$ cat src/rtl/i2c_target_bridge.sv
// rtl/i2c_target_bridge.sv - I2C target register bridge; optional input filter via I2C_TARGET_GLITCH_FILTER_EN
`timescale 1ns/1ps
module i2c_target_bridge #(
    parameter logic [6:0] TARGET_ADDR = 7'h50,
    parameter int         SDA_HOLD    = 4
) (
    input  logic       s00_axi_aclk,
    input  logic       rstt,
    input  logic       i2c_scl_i,
    input  logic       i2c_sda_i,
    output logic       i2c_sda_o,
    output logic       i2c_sda_t,
    output logic       reg_wr_valid,
    output logic [7:0] reg_addr,
    output logic [7:0] reg_wdata,
    output logic       reg_rd_req,
    input  logic [7:0] reg_rdata,
    output logic       busy,
    output logic [7:0] nack_cnt
);
    localparam logic [3:0] S_IDLE      = 4'd0;
    localparam logic [3:0] S_ADDR      = 4'd1;
    localparam logic [3:0] S_ADDR_ACK  = 4'd2;
    localparam logic [3:0] S_PTR       = 4'd3;
    localparam logic [3:0] S_PTR_ACK   = 4'd4;
    localparam logic [3:0] S_WDATA     = 4'd5;
    localparam logic [3:0] S_WDATA_ACK = 4'd6;
    localparam logic [3:0] S_RDATA     = 4'd7;
    localparam logic [3:0] S_RDATA_ACK = 4'd8;
    localparam logic [3:0] S_IGNORE    = 4'd9;
    localparam logic [3:0] HOLD_CYC    = 4'(SDA_HOLD);

    logic       scl_s1_q, scl_s1_d, scl_s2_q, scl_s2_d;
    logic       sda_s1_q, sda_s1_d, sda_s2_q, sda_s2_d;
    logic       scl_p_q, scl_p_d, sda_p_q, sda_p_d;
    logic       scl_lvl, sda_lvl;
    logic [3:0] state_q, state_d;
    logic [2:0] bit_cnt_q, bit_cnt_d;
    logic [7:0] shift_q, shift_d;
    logic       rw_q, rw_d;
    logic       busy_q, busy_d;
    logic [7:0] reg_addr_q, reg_addr_d;
    logic [7:0] reg_wdata_q, reg_wdata_d;
    logic [7:0] nack_cnt_q, nack_cnt_d;
    logic       wr_valid_q, wr_valid_d;
    logic       rd_req_q, rd_req_d;
    logic       rd_load_q, rd_load_d;
    logic       sda_t_q, sda_t_d;
    logic       sda_next_q, sda_next_d;
    logic       hold_pend_q, hold_pend_d;
    logic [3:0] hold_cnt_q, hold_cnt_d;
    logic       scl_rise, scl_fall, start_c, stop_c;
    logic [7:0] byte_in;

`ifdef I2C_TARGET_GLITCH_FILTER_EN
    logic       scl_f_q, scl_f_d, sda_f_q, sda_f_d;
    logic [1:0] scl_fc_q, scl_fc_d, sda_fc_q, sda_fc_d;

    // Filtered level follows the synchronizer only after 3 consecutive differing samples
    always_comb begin
        scl_f_d  = scl_f_q;
        scl_fc_d = scl_fc_q;
        sda_f_d  = sda_f_q;
        sda_fc_d = sda_fc_q;
        if (scl_s2_q == scl_f_q) begin
            scl_fc_d = 2'd0;
        end else if (scl_fc_q == 2'd2) begin
            scl_f_d  = scl_s2_q;
            scl_fc_d = 2'd0;
        end else begin
            scl_fc_d = scl_fc_q + 2'd1;
        end
        if (sda_s2_q == sda_f_q) begin
            sda_fc_d = 2'd0;
        end else if (sda_fc_q == 2'd2) begin
            sda_f_d  = sda_s2_q;
            sda_fc_d = 2'd0;
        end else begin
            sda_fc_d = sda_fc_q + 2'd1;
        end
    end

    // Filter state registers; idle bus reads as high
    always_ff @(posedge s00_axi_aclk) begin
        if (rstt) begin
            scl_f_q  <= 1'b1;
            sda_f_q  <= 1'b1;
            scl_fc_q <= 2'd0;
            sda_fc_q <= 2'd0;
        end else begin
            scl_f_q  <= scl_f_d;
            sda_f_q  <= sda_f_d;
            scl_fc_q <= scl_fc_d;
            sda_fc_q <= sda_fc_d;
        end
    end

    assign scl_lvl = scl_f_q;
    assign sda_lvl = sda_f_q;
`else
    assign scl_lvl = scl_s2_q;
    assign sda_lvl = sda_s2_q;
`endif

    assign scl_rise = scl_lvl & ~scl_p_q;
    assign scl_fall = ~scl_lvl & scl_p_q;
    assign start_c  = scl_lvl & scl_p_q & ~sda_lvl & sda_p_q;
    assign stop_c   = scl_lvl & scl_p_q & sda_lvl & ~sda_p_q;
    assign byte_in  = {shift_q[6:0], sda_lvl};

    // Bus decode, protocol FSM, delayed SDA drive and register-port pulses
    always_comb begin
        scl_s1_d    = i2c_scl_i;
        scl_s2_d    = scl_s1_q;
        sda_s1_d    = i2c_sda_i;
        sda_s2_d    = sda_s1_q;
        scl_p_d     = scl_lvl;
        sda_p_d     = sda_lvl;
        state_d     = state_q;
        bit_cnt_d   = bit_cnt_q;
        shift_d     = shift_q;
        rw_d        = rw_q;
        busy_d      = busy_q;
        reg_addr_d  = reg_addr_q;
        reg_wdata_d = reg_wdata_q;
        nack_cnt_d  = nack_cnt_q;
        wr_valid_d  = 1'b0;
        rd_req_d    = 1'b0;
        rd_load_d   = rd_req_q;
        sda_t_d     = sda_t_q;
        sda_next_d  = sda_next_q;
        hold_pend_d = hold_pend_q;
        hold_cnt_d  = hold_cnt_q;

        // write pointer advances the cycle after the write strobe
        if (wr_valid_q) reg_addr_d = reg_addr_q + 8'd1;
        if (rd_load_q)  shift_d    = reg_rdata;

        // apply the scheduled SDA level once the hold delay expires; never while SCL is high
        if (hold_pend_q) begin
            if (scl_lvl) begin
                hold_pend_d = 1'b0;
            end else if (hold_cnt_q <= 4'd1) begin
                sda_t_d     = sda_next_q;
                hold_pend_d = 1'b0;
            end else begin
                hold_cnt_d = hold_cnt_q - 4'd1;
            end
        end

        if (stop_c) begin
            state_d     = S_IDLE;
            busy_d      = 1'b0;
            sda_t_d     = 1'b1;
            hold_pend_d = 1'b0;
        end else if (start_c) begin
            state_d     = S_ADDR;
            bit_cnt_d   = 3'd0;
            busy_d      = 1'b1;
            sda_t_d     = 1'b1;
            hold_pend_d = 1'b0;
        end else begin
            if (scl_fall) begin
                hold_pend_d = 1'b1;
                hold_cnt_d  = HOLD_CYC;
                case (state_q)
                    S_ADDR_ACK, S_PTR_ACK, S_WDATA_ACK: sda_next_d = 1'b0;
                    S_RDATA:                            sda_next_d = shift_q[7];
                    default:                            sda_next_d = 1'b1;
                endcase
                if (state_q == S_ADDR_ACK && rw_q) rd_req_d = 1'b1;
            end
            if (scl_rise) begin
                case (state_q)
                    S_ADDR: begin
                        shift_d   = byte_in;
                        bit_cnt_d = bit_cnt_q + 3'd1;
                        if (bit_cnt_q == 3'd7) begin
                            if (byte_in[7:1] == TARGET_ADDR) begin
                                state_d = S_ADDR_ACK;
                                rw_d    = byte_in[0];
                            end else begin
                                state_d = S_IGNORE;
                            end
                        end
                    end
                    S_ADDR_ACK: begin
                        state_d   = rw_q ? S_RDATA : S_PTR;
                        bit_cnt_d = 3'd0;
                    end
                    S_PTR: begin
                        shift_d   = byte_in;
                        bit_cnt_d = bit_cnt_q + 3'd1;
                        if (bit_cnt_q == 3'd7) begin
                            reg_addr_d = byte_in;
                            state_d    = S_PTR_ACK;
                        end
                    end
                    S_PTR_ACK, S_WDATA_ACK: begin
                        state_d   = S_WDATA;
                        bit_cnt_d = 3'd0;
                    end
                    S_WDATA: begin
                        shift_d   = byte_in;
                        bit_cnt_d = bit_cnt_q + 3'd1;
                        if (bit_cnt_q == 3'd7) begin
                            reg_wdata_d = byte_in;
                            wr_valid_d  = 1'b1;
                            state_d     = S_WDATA_ACK;
                        end
                    end
                    S_RDATA: begin
                        shift_d   = {shift_q[6:0], 1'b0};
                        bit_cnt_d = bit_cnt_q + 3'd1;
                        if (bit_cnt_q == 3'd7) state_d = S_RDATA_ACK;
                    end
                    S_RDATA_ACK: begin
                        bit_cnt_d = 3'd0;
                        if (!sda_lvl) begin
                            reg_addr_d = reg_addr_q + 8'd1;
                            rd_req_d   = 1'b1;
                            state_d    = S_RDATA;
                        end else begin
                            if (nack_cnt_q != 8'hFF) nack_cnt_d = nack_cnt_q + 8'd1;
                            state_d = S_IGNORE;
                        end
                    end
                    default: ;
                endcase
            end
        end
    end

    // State registers with synchronous reset to an idle, released bus
    always_ff @(posedge s00_axi_aclk) begin
        if (rstt) begin
            scl_s1_q    <= 1'b1;
            scl_s2_q    <= 1'b1;
            sda_s1_q    <= 1'b1;
            sda_s2_q    <= 1'b1;
            scl_p_q     <= 1'b1;
            sda_p_q     <= 1'b1;
            state_q     <= S_IDLE;
            bit_cnt_q   <= 3'd0;
            shift_q     <= 8'd0;
            rw_q        <= 1'b0;
            busy_q      <= 1'b0;
            reg_addr_q  <= 8'd0;
            reg_wdata_q <= 8'd0;
            nack_cnt_q  <= 8'd0;
            wr_valid_q  <= 1'b0;
            rd_req_q    <= 1'b0;
            rd_load_q   <= 1'b0;
            sda_t_q     <= 1'b1;
            sda_next_q  <= 1'b1;
            hold_pend_q <= 1'b0;
            hold_cnt_q  <= 4'd0;
        end else begin
            scl_s1_q    <= scl_s1_d;
            scl_s2_q    <= scl_s2_d;
            sda_s1_q    <= sda_s1_d;
            sda_s2_q    <= sda_s2_d;
            scl_p_q     <= scl_p_d;
            sda_p_q     <= sda_p_d;
            state_q     <= state_d;
            bit_cnt_q   <= bit_cnt_d;
            shift_q     <= shift_d;
            rw_q        <= rw_d;
            busy_q      <= busy_d;
            reg_addr_q  <= reg_addr_d;
            reg_wdata_q <= reg_wdata_d;
            nack_cnt_q  <= nack_cnt_d;
            wr_valid_q  <= wr_valid_d;
            rd_req_q    <= rd_req_d;
            rd_load_q   <= rd_load_d;
            sda_t_q     <= sda_t_d;
            sda_next_q  <= sda_next_d;
            hold_pend_q <= hold_pend_d;
            hold_cnt_q  <= hold_cnt_d;
        end
    end

    assign i2c_sda_o    = 1'b0;
    assign i2c_sda_t    = sda_t_q;
    assign reg_wr_valid = wr_valid_q;
    assign reg_addr     = reg_addr_q;
    assign reg_wdata    = reg_wdata_q;
    assign reg_rd_req   = rd_req_q;
    assign busy         = busy_q;
    assign nack_cnt     = nack_cnt_q;
endmodule

$ cat config.mk
export PLATFORM = sky130hd
export DESIGN_NAME = i2c_target_bridge
export DESIGN_NICKNAME = d
export VERILOG_FILES = /design/src/rtl/i2c_target_bridge.sv
export SDC_FILE = /design/constraint.sdc
export NUM_CORES = 1
export LEC_CHECK = 0
export ABC_AREA = 0
export CORE_MARGIN = 3
export CORE_UTILIZATION = 42
export DETAILED_ROUTE_END_ITERATION = 6
export PLACE_DENSITY = 0.67
export REMOVE_ABC_BUFFERS = 1
export SLEW_MARGIN = 40
export SYNTH_ARGS = -nofsm -noshare
export SYNTH_HDL_FRONTEND = slang
export SYNTH_SLANG_ARGS = --single-unit
$ cat constraint.sdc
create_clock -name s00_axi_aclk -period 1.7 [get_ports s00_axi_aclk]
set_input_delay 0.255 -clock s00_axi_aclk [delete_from_list [all_inputs] [get_ports s00_axi_aclk]]
set_output_delay 0.255 -clock s00_axi_aclk [all_outputs]
set_load 0.02 [all_outputs]
# Word-level counts from Yosys, hierarchy flattened
# Index checks and enable logic that the tools add are counted.
[word_totals]
register_bits = 57
latchBits = 0
ramBits = 0
romBits = 0
inputBits = 12
out_inout_bits = 29
elab_cells = 124
n_memories = 0
[op_classes]
add_sub_neg = 4
mul = 0
div = 0
n_lt_le_gt_ge = 1
n_eq_ne = 19
shift = 0
muxes = 42
bitwise = 15
n_reduce_logical = 21
[ops]
columns = ["cell", "count"]
rows = [
  ["$mux W8", 10],
  ["$mux W4", 12],
  ["$pmux W8 S2", 2],
  ["$pmux W4 S7", 1],
  ["$reduce_and A6 Y1", 4],
  ["$add A8 B1 Y8 const B", 2],
  ["$eq A4 B3 Y1 const B", 4],
  ["$mux W1", 12],
  ["$ne A3 B3 Y1 const B", 4],
  ["$mux W3", 3],
  ["$reduce_and A3 Y1", 3],
  ["$reduce_or A3 Y1", 3],
  ["$eq A4 B2 Y1 const B", 2],
  ["$ne A2 B2 Y1 const B", 4],
  ["$ne A8 B8 Y1 const B", 1],
  ["$not A1 Y1", 8],
  ["$reduce_bool A8 Y1", 1],
  ["$reduce_or A4 Y1", 2],
  ["$and A1 B1 Y1", 7],
  ["$eq A7 B7 Y1 const B", 1],
  ["$reduce_bool A7 Y1", 1],
  ["$pmux W3 S2", 1],
  ["$reduce_and A5 Y1", 1],
  ["$reduce_or A5 Y1", 1],
  ["11 further kinds", 12],
]

# Depth between registers and ports, before layout
[depth]
word_depth = 7
depth_mapped = 7
mapped_depth_nobuf = 7

# Worst setup path after synthesis
# OpenSTA, ideal clock, no wires.
[synth_timing]
kind = "register to register"
start = "register state_q[1]"
end = "register reg_addr_q[0], in the netlist reg_addr[0]"
setup_time_ns = 0.128
arrival_ns = 1.495
required_time_ns = 1.572
slack_ns = 0.077
path_stages_with_launch = 6
path_buffers = 0
period_less_slack_ns = 1.623
cell_sequence = "dfxtp_1 -> or3b_1 -> a211oi_2 -> o311ai_2 -> a22oi_1 -> nor2_1"
[synth_between]
elab_chain_len = 5
elab_cells_between_ends = 6
cone_classes = "eq/ne (2); mux (4)"
[synth_rtl]
columns = ["element", "line_no", "text"]
rows = [
  ["from (decl)", "37", "logic [3:0] state_q, state_d;"],
  ["from (signal assigned)", "265", "state_q <= state_d;"],
  ["$eq A4 B4 Y1 or $eq A4 B2 Y1 (tied branches)", "174", "case (state_q)"],
  ["$pmux W8 S2 (*)", "174", ""],
  ["$mux W8 (*)", "173", "if (scl_rise) begin"],
  ["$mux W8 (*)", "156", "end else if (start_c) begin"],
  ["$mux W8 (*)", "151", "if (stop_c) begin"],
  ["to (signal assigned)", "270", "reg_addr_q <= reg_addr_d;"],
  ["to (decl)", "42", "logic [7:0] reg_addr_q, reg_addr_d;"],
]
# Mark *: on every way between the ends. The rest lies on a longest branch, timed or not.
# A chain may end at the register's enable or synchronous reset.

# Worst setup path after layout
[layout_timing]
start = "register reg_addr_q[6], in the netlist reg_addr[6]"
end = "output port reg_addr[6]"
[layout_rtl]
columns = ["element", "line_no", "text"]
rows = [
  ["to (decl)", "14", "output logic [7:0] reg_addr,"],
]
# No word-level cell between the ends.

==> summary.md <==
| Metric | Value |
|---|---|
| Critical path depth in cells | 1 |
| Area of the core | 6420 um^2 |
| Clock Tree Root | clkbuf_8 |
| Width of the die | 87.7 um |
| Post-DP HPWL | 4.72 mm |
| Synthesized flop and latch total | 57 |
| Setup violators final | 0 |
| Fill count | 594 |
| Total internal power | 0.00222 W |
| Register area share after synthesis | 40.7% |
| WHS Path Cells | 1 |
| Setup crit start kind | flip-flop |
| CP Cell Sequence | clkdlybuf4s50_1 |
| Clk slew on worst S/H paths | 0.06 ns |
| Area grow syn2layout | 32.2% |
| Setup crit end | reg_addr[6] |
| Async S/R FF share, synth | 0% |
| CTS tree | built |
| Die area | 7690 um^2 |
| Post-Syn Area | 2800 um^2 |
| Fin. Hold Viols | 0 |
| Setup slack after layout | 0.0541 ns |
| Starting Density | 43.6% |
| Max-cap viol count | 0 |
| Gpl congestion | 0.871 |
| Switching share of power | 21.6% |
| CP arrival | 1.39 ns |
| Synth warn | 0 |
| Worst path top cell family by delay | buffers and inverters |
| CP bufs+invs | 1 |
| Ranking of synthesized cells by area | dfxtp_1 (41%), mux2i_1 (6.8%), nor2_1 (5.8%) |
| Top cell type's share of synthesized area | 40.7% |
| CP max stage delay | 0.64 ns |
| Count leader, synth | dfxtp_1 |
| Drt total wl | 6.55 mm |
| CP required | 1.44 ns |
| Worst r2r path cells | 5 |
| Routed vias | 2457 |
| RSZ-0062 raised after global routing | true |
| ANT nets after route | 0 |
| Pre-CTS setup slack | 0.0153 ns |
| Reg2reg setup slack | 0.09 ns |
| Largest net degree at the start of global routing | 33 |
| Clk network pwr share | 47.8% |
| Post-synth top area cell | dfxtp_1 |
| CP startpoint | reg_addr[6] |
| Clock Skew | 0.00656 ns |
| DR iter-0 viols | 127 |
| Power share of the sequential group | 47.9% |
| Vias in the first global route | 2322 |
| Die H | 87.7 um |
| Antenna fix cells | 0 |
| Cell row count | 29 |
| Tmin final | 1.65 ns |
| All-Layer GR Usage | 17.7% |
| Net Sw Power | 0.000613 W |
| CP max stage cell | clkdlybuf4s50_1 |
| Combinational power share | 4.3% |
| Post-synth EDFFs | 0 |
| Kind of critical path | reg -> out |
| CTS Sinks | 57 |
| Worst hold path type | reg -> reg |
| Post-CTS Hold Fix Bufs | 0 |
| Final Net Count | 393 |
| Io pins | 41 |
| Remaining DRCs | 0 |
| R2R Path End | reg_addr[0] |
| P_leak | 1.50 nW |
| H-tree lvl count | 3 |
| Crit-path max FO | 5 |
| Max-slew violations | 0 |
| Status | complete, no violations |
| Worst-Skew Late Latency | 0.34 ns |
| Mapped Cells | 313 |
| Average size of a mapped cell | 8.95 um^2 |
| Synth unique cells | 55 |
| Pre-antenna DRT Iters | 4 |
| Total global routing overflow | 0 |
| Fmax | 608 MHz |
| Pwr Density | 766 nW/um^2 |
| Via density | 5.38 |
| VDD IR max | 0.505 mV |
| Crit. End Element | output pin |
| Final worst path period share | 96.8% |
| Ys flop type | dfxtp_1 |
| Layout cells sized above 1 | 18.7% |
| R2R Path Start | state_q[1] |
| Post-DR wirelength/cell | 14.3 um |
| Initial antenna violation count | 0 |
| First-pass GRT wire length | 10.7 mm |
| Final core area utilization | 57.7% |
| Deepest clock path buffer count | 2 |
| Port Buffer Count | 39 |
| Post-synth top cells | dfxtp_1 (57), nor2_1 (43), mux2i_1 (19), nand2_1 (13), a21oi_1 (12) |
| TritonCTS buffer count | 9 |
-- power groups by stage --
stage                     Clock (W)  Sequential, W  Combinational, W
after CTS                   0.00139        0.00136          0.000120
after detailed placement          0        0.00139          0.000119
final                       0.00136        0.00136          0.000121
after global placement            0        0.00139          0.000120
after floorplan                   0        0.00139         0.0000394
after global routing        0.00146        0.00136          0.000132
-- kinds of logic after synthesis --
kind of cell	count (synthesis)	share of synthesized area (%)
buffers and inverters	26	3.93
multiplexers	20	7.19
AO/OA/AOI/OAI	62	16.3
XOR/XNOR	18	5.63
flip-flops	57	40.7
adder cells (fa/ha/maj)	6	2.68
AND/OR/NAND/NOR	123	23.4
other	1	0.134
-- registers in the layout, summed over array words and instances (netlist names), 3 cells and up --
register / cells
reg_wdata: 8
reg_addr: 8
shift_q: 8
nack_cnt: 8
state_q: 4
hold_cnt_q: 4
bit_cnt_q: 3
-- through the flow --
| step | power, W | area [um^2] | TNS [ns] | std cells | hold slack (ns) |
|---|---|---|---|---|---|
| finish | 0.00284 | 3700 | 0 | 457 | 0.407 |
| global route | 0.00295 | 3700 | -0.000224 | 457 | 0.423 |
| CTS | 0.00287 | 3630 | 0 | 455 | 0.409 |
| detailed placement | 0.00151 | 3430 | 0 | 439 | 0.394 |
| global placement | 0.00151 | 3430 | 0 | 439 | 0.391 |
| floorplan | 0.00143 | 2710 | -1.47 | 293 | 0.324 |
-- cells in the final DEF (no fill, tap or decap), drive strengths merged, types with 8 or more instances in the layout --
cell           netlist  routed
clkbuf              12      10
clkdlybuf4s50        0      32
nor2                43      43
o21ai                9       9
a21oi               12      12
dfxtp               57      57
nand3               11      11
xnor2               10      10
a211oi              10      10
a22oi                8       8
mux2i               19      19
nand2               14      14
buf                  8      31
xor2                 8       8
nor3                 9       9
-- how the worst min path moves through the flow --
stage	startpoint	to	slack [ns]
floorplan	rstt	hold_cnt_q[2]	0.32
finish	sda_s1_q	sda_lvl	0.41
detailed placement	sda_s1_q	sda_lvl	0.39
global placement	sda_s1_q	sda_lvl	0.39
CTS	sda_s1_q	sda_lvl	0.41
global route	scl_s1_q	scl_lvl	0.42
-- per-layer routing --
| layer | part of all wire (%) | track usage [%] | vias up |
|---|---|---|---|
| met3 | 3.0 | 4.80 | 9 |
| li1 | - | - | 1250 |
| met1 | 49 | 23.9 | 1162 |
| met2 | 46 | 27.3 | 36 |
| met5 | 0 | 0 | - |
| met4 | 1.4 | 6.00 | 0 |
-- timing repair --
item / CTS / global route
pin swaps: 0 / 2
buffers inserted: 0 / 1
resized for setup: 2 / 16
endpoints found under the setup margin: 2 / 30
cloned: 0 / 1
-- area by class of cell --
type / instances / area [um^2] / area share, %
multi-input cells: 231 / 1600 / 43.1
flip-flops and latches: 57 / 1150 / 30.9
clock inverters: 6 / 82.6 / 2.23
inverters: 6 / 22.5 / 0.608
well taps: 77 / 96.3 / 2.60
clock buffers: 10 / 128 / 3.45
repair buffers: 70 / 633 / 17.1
Power figures use the tool's default switching activity.
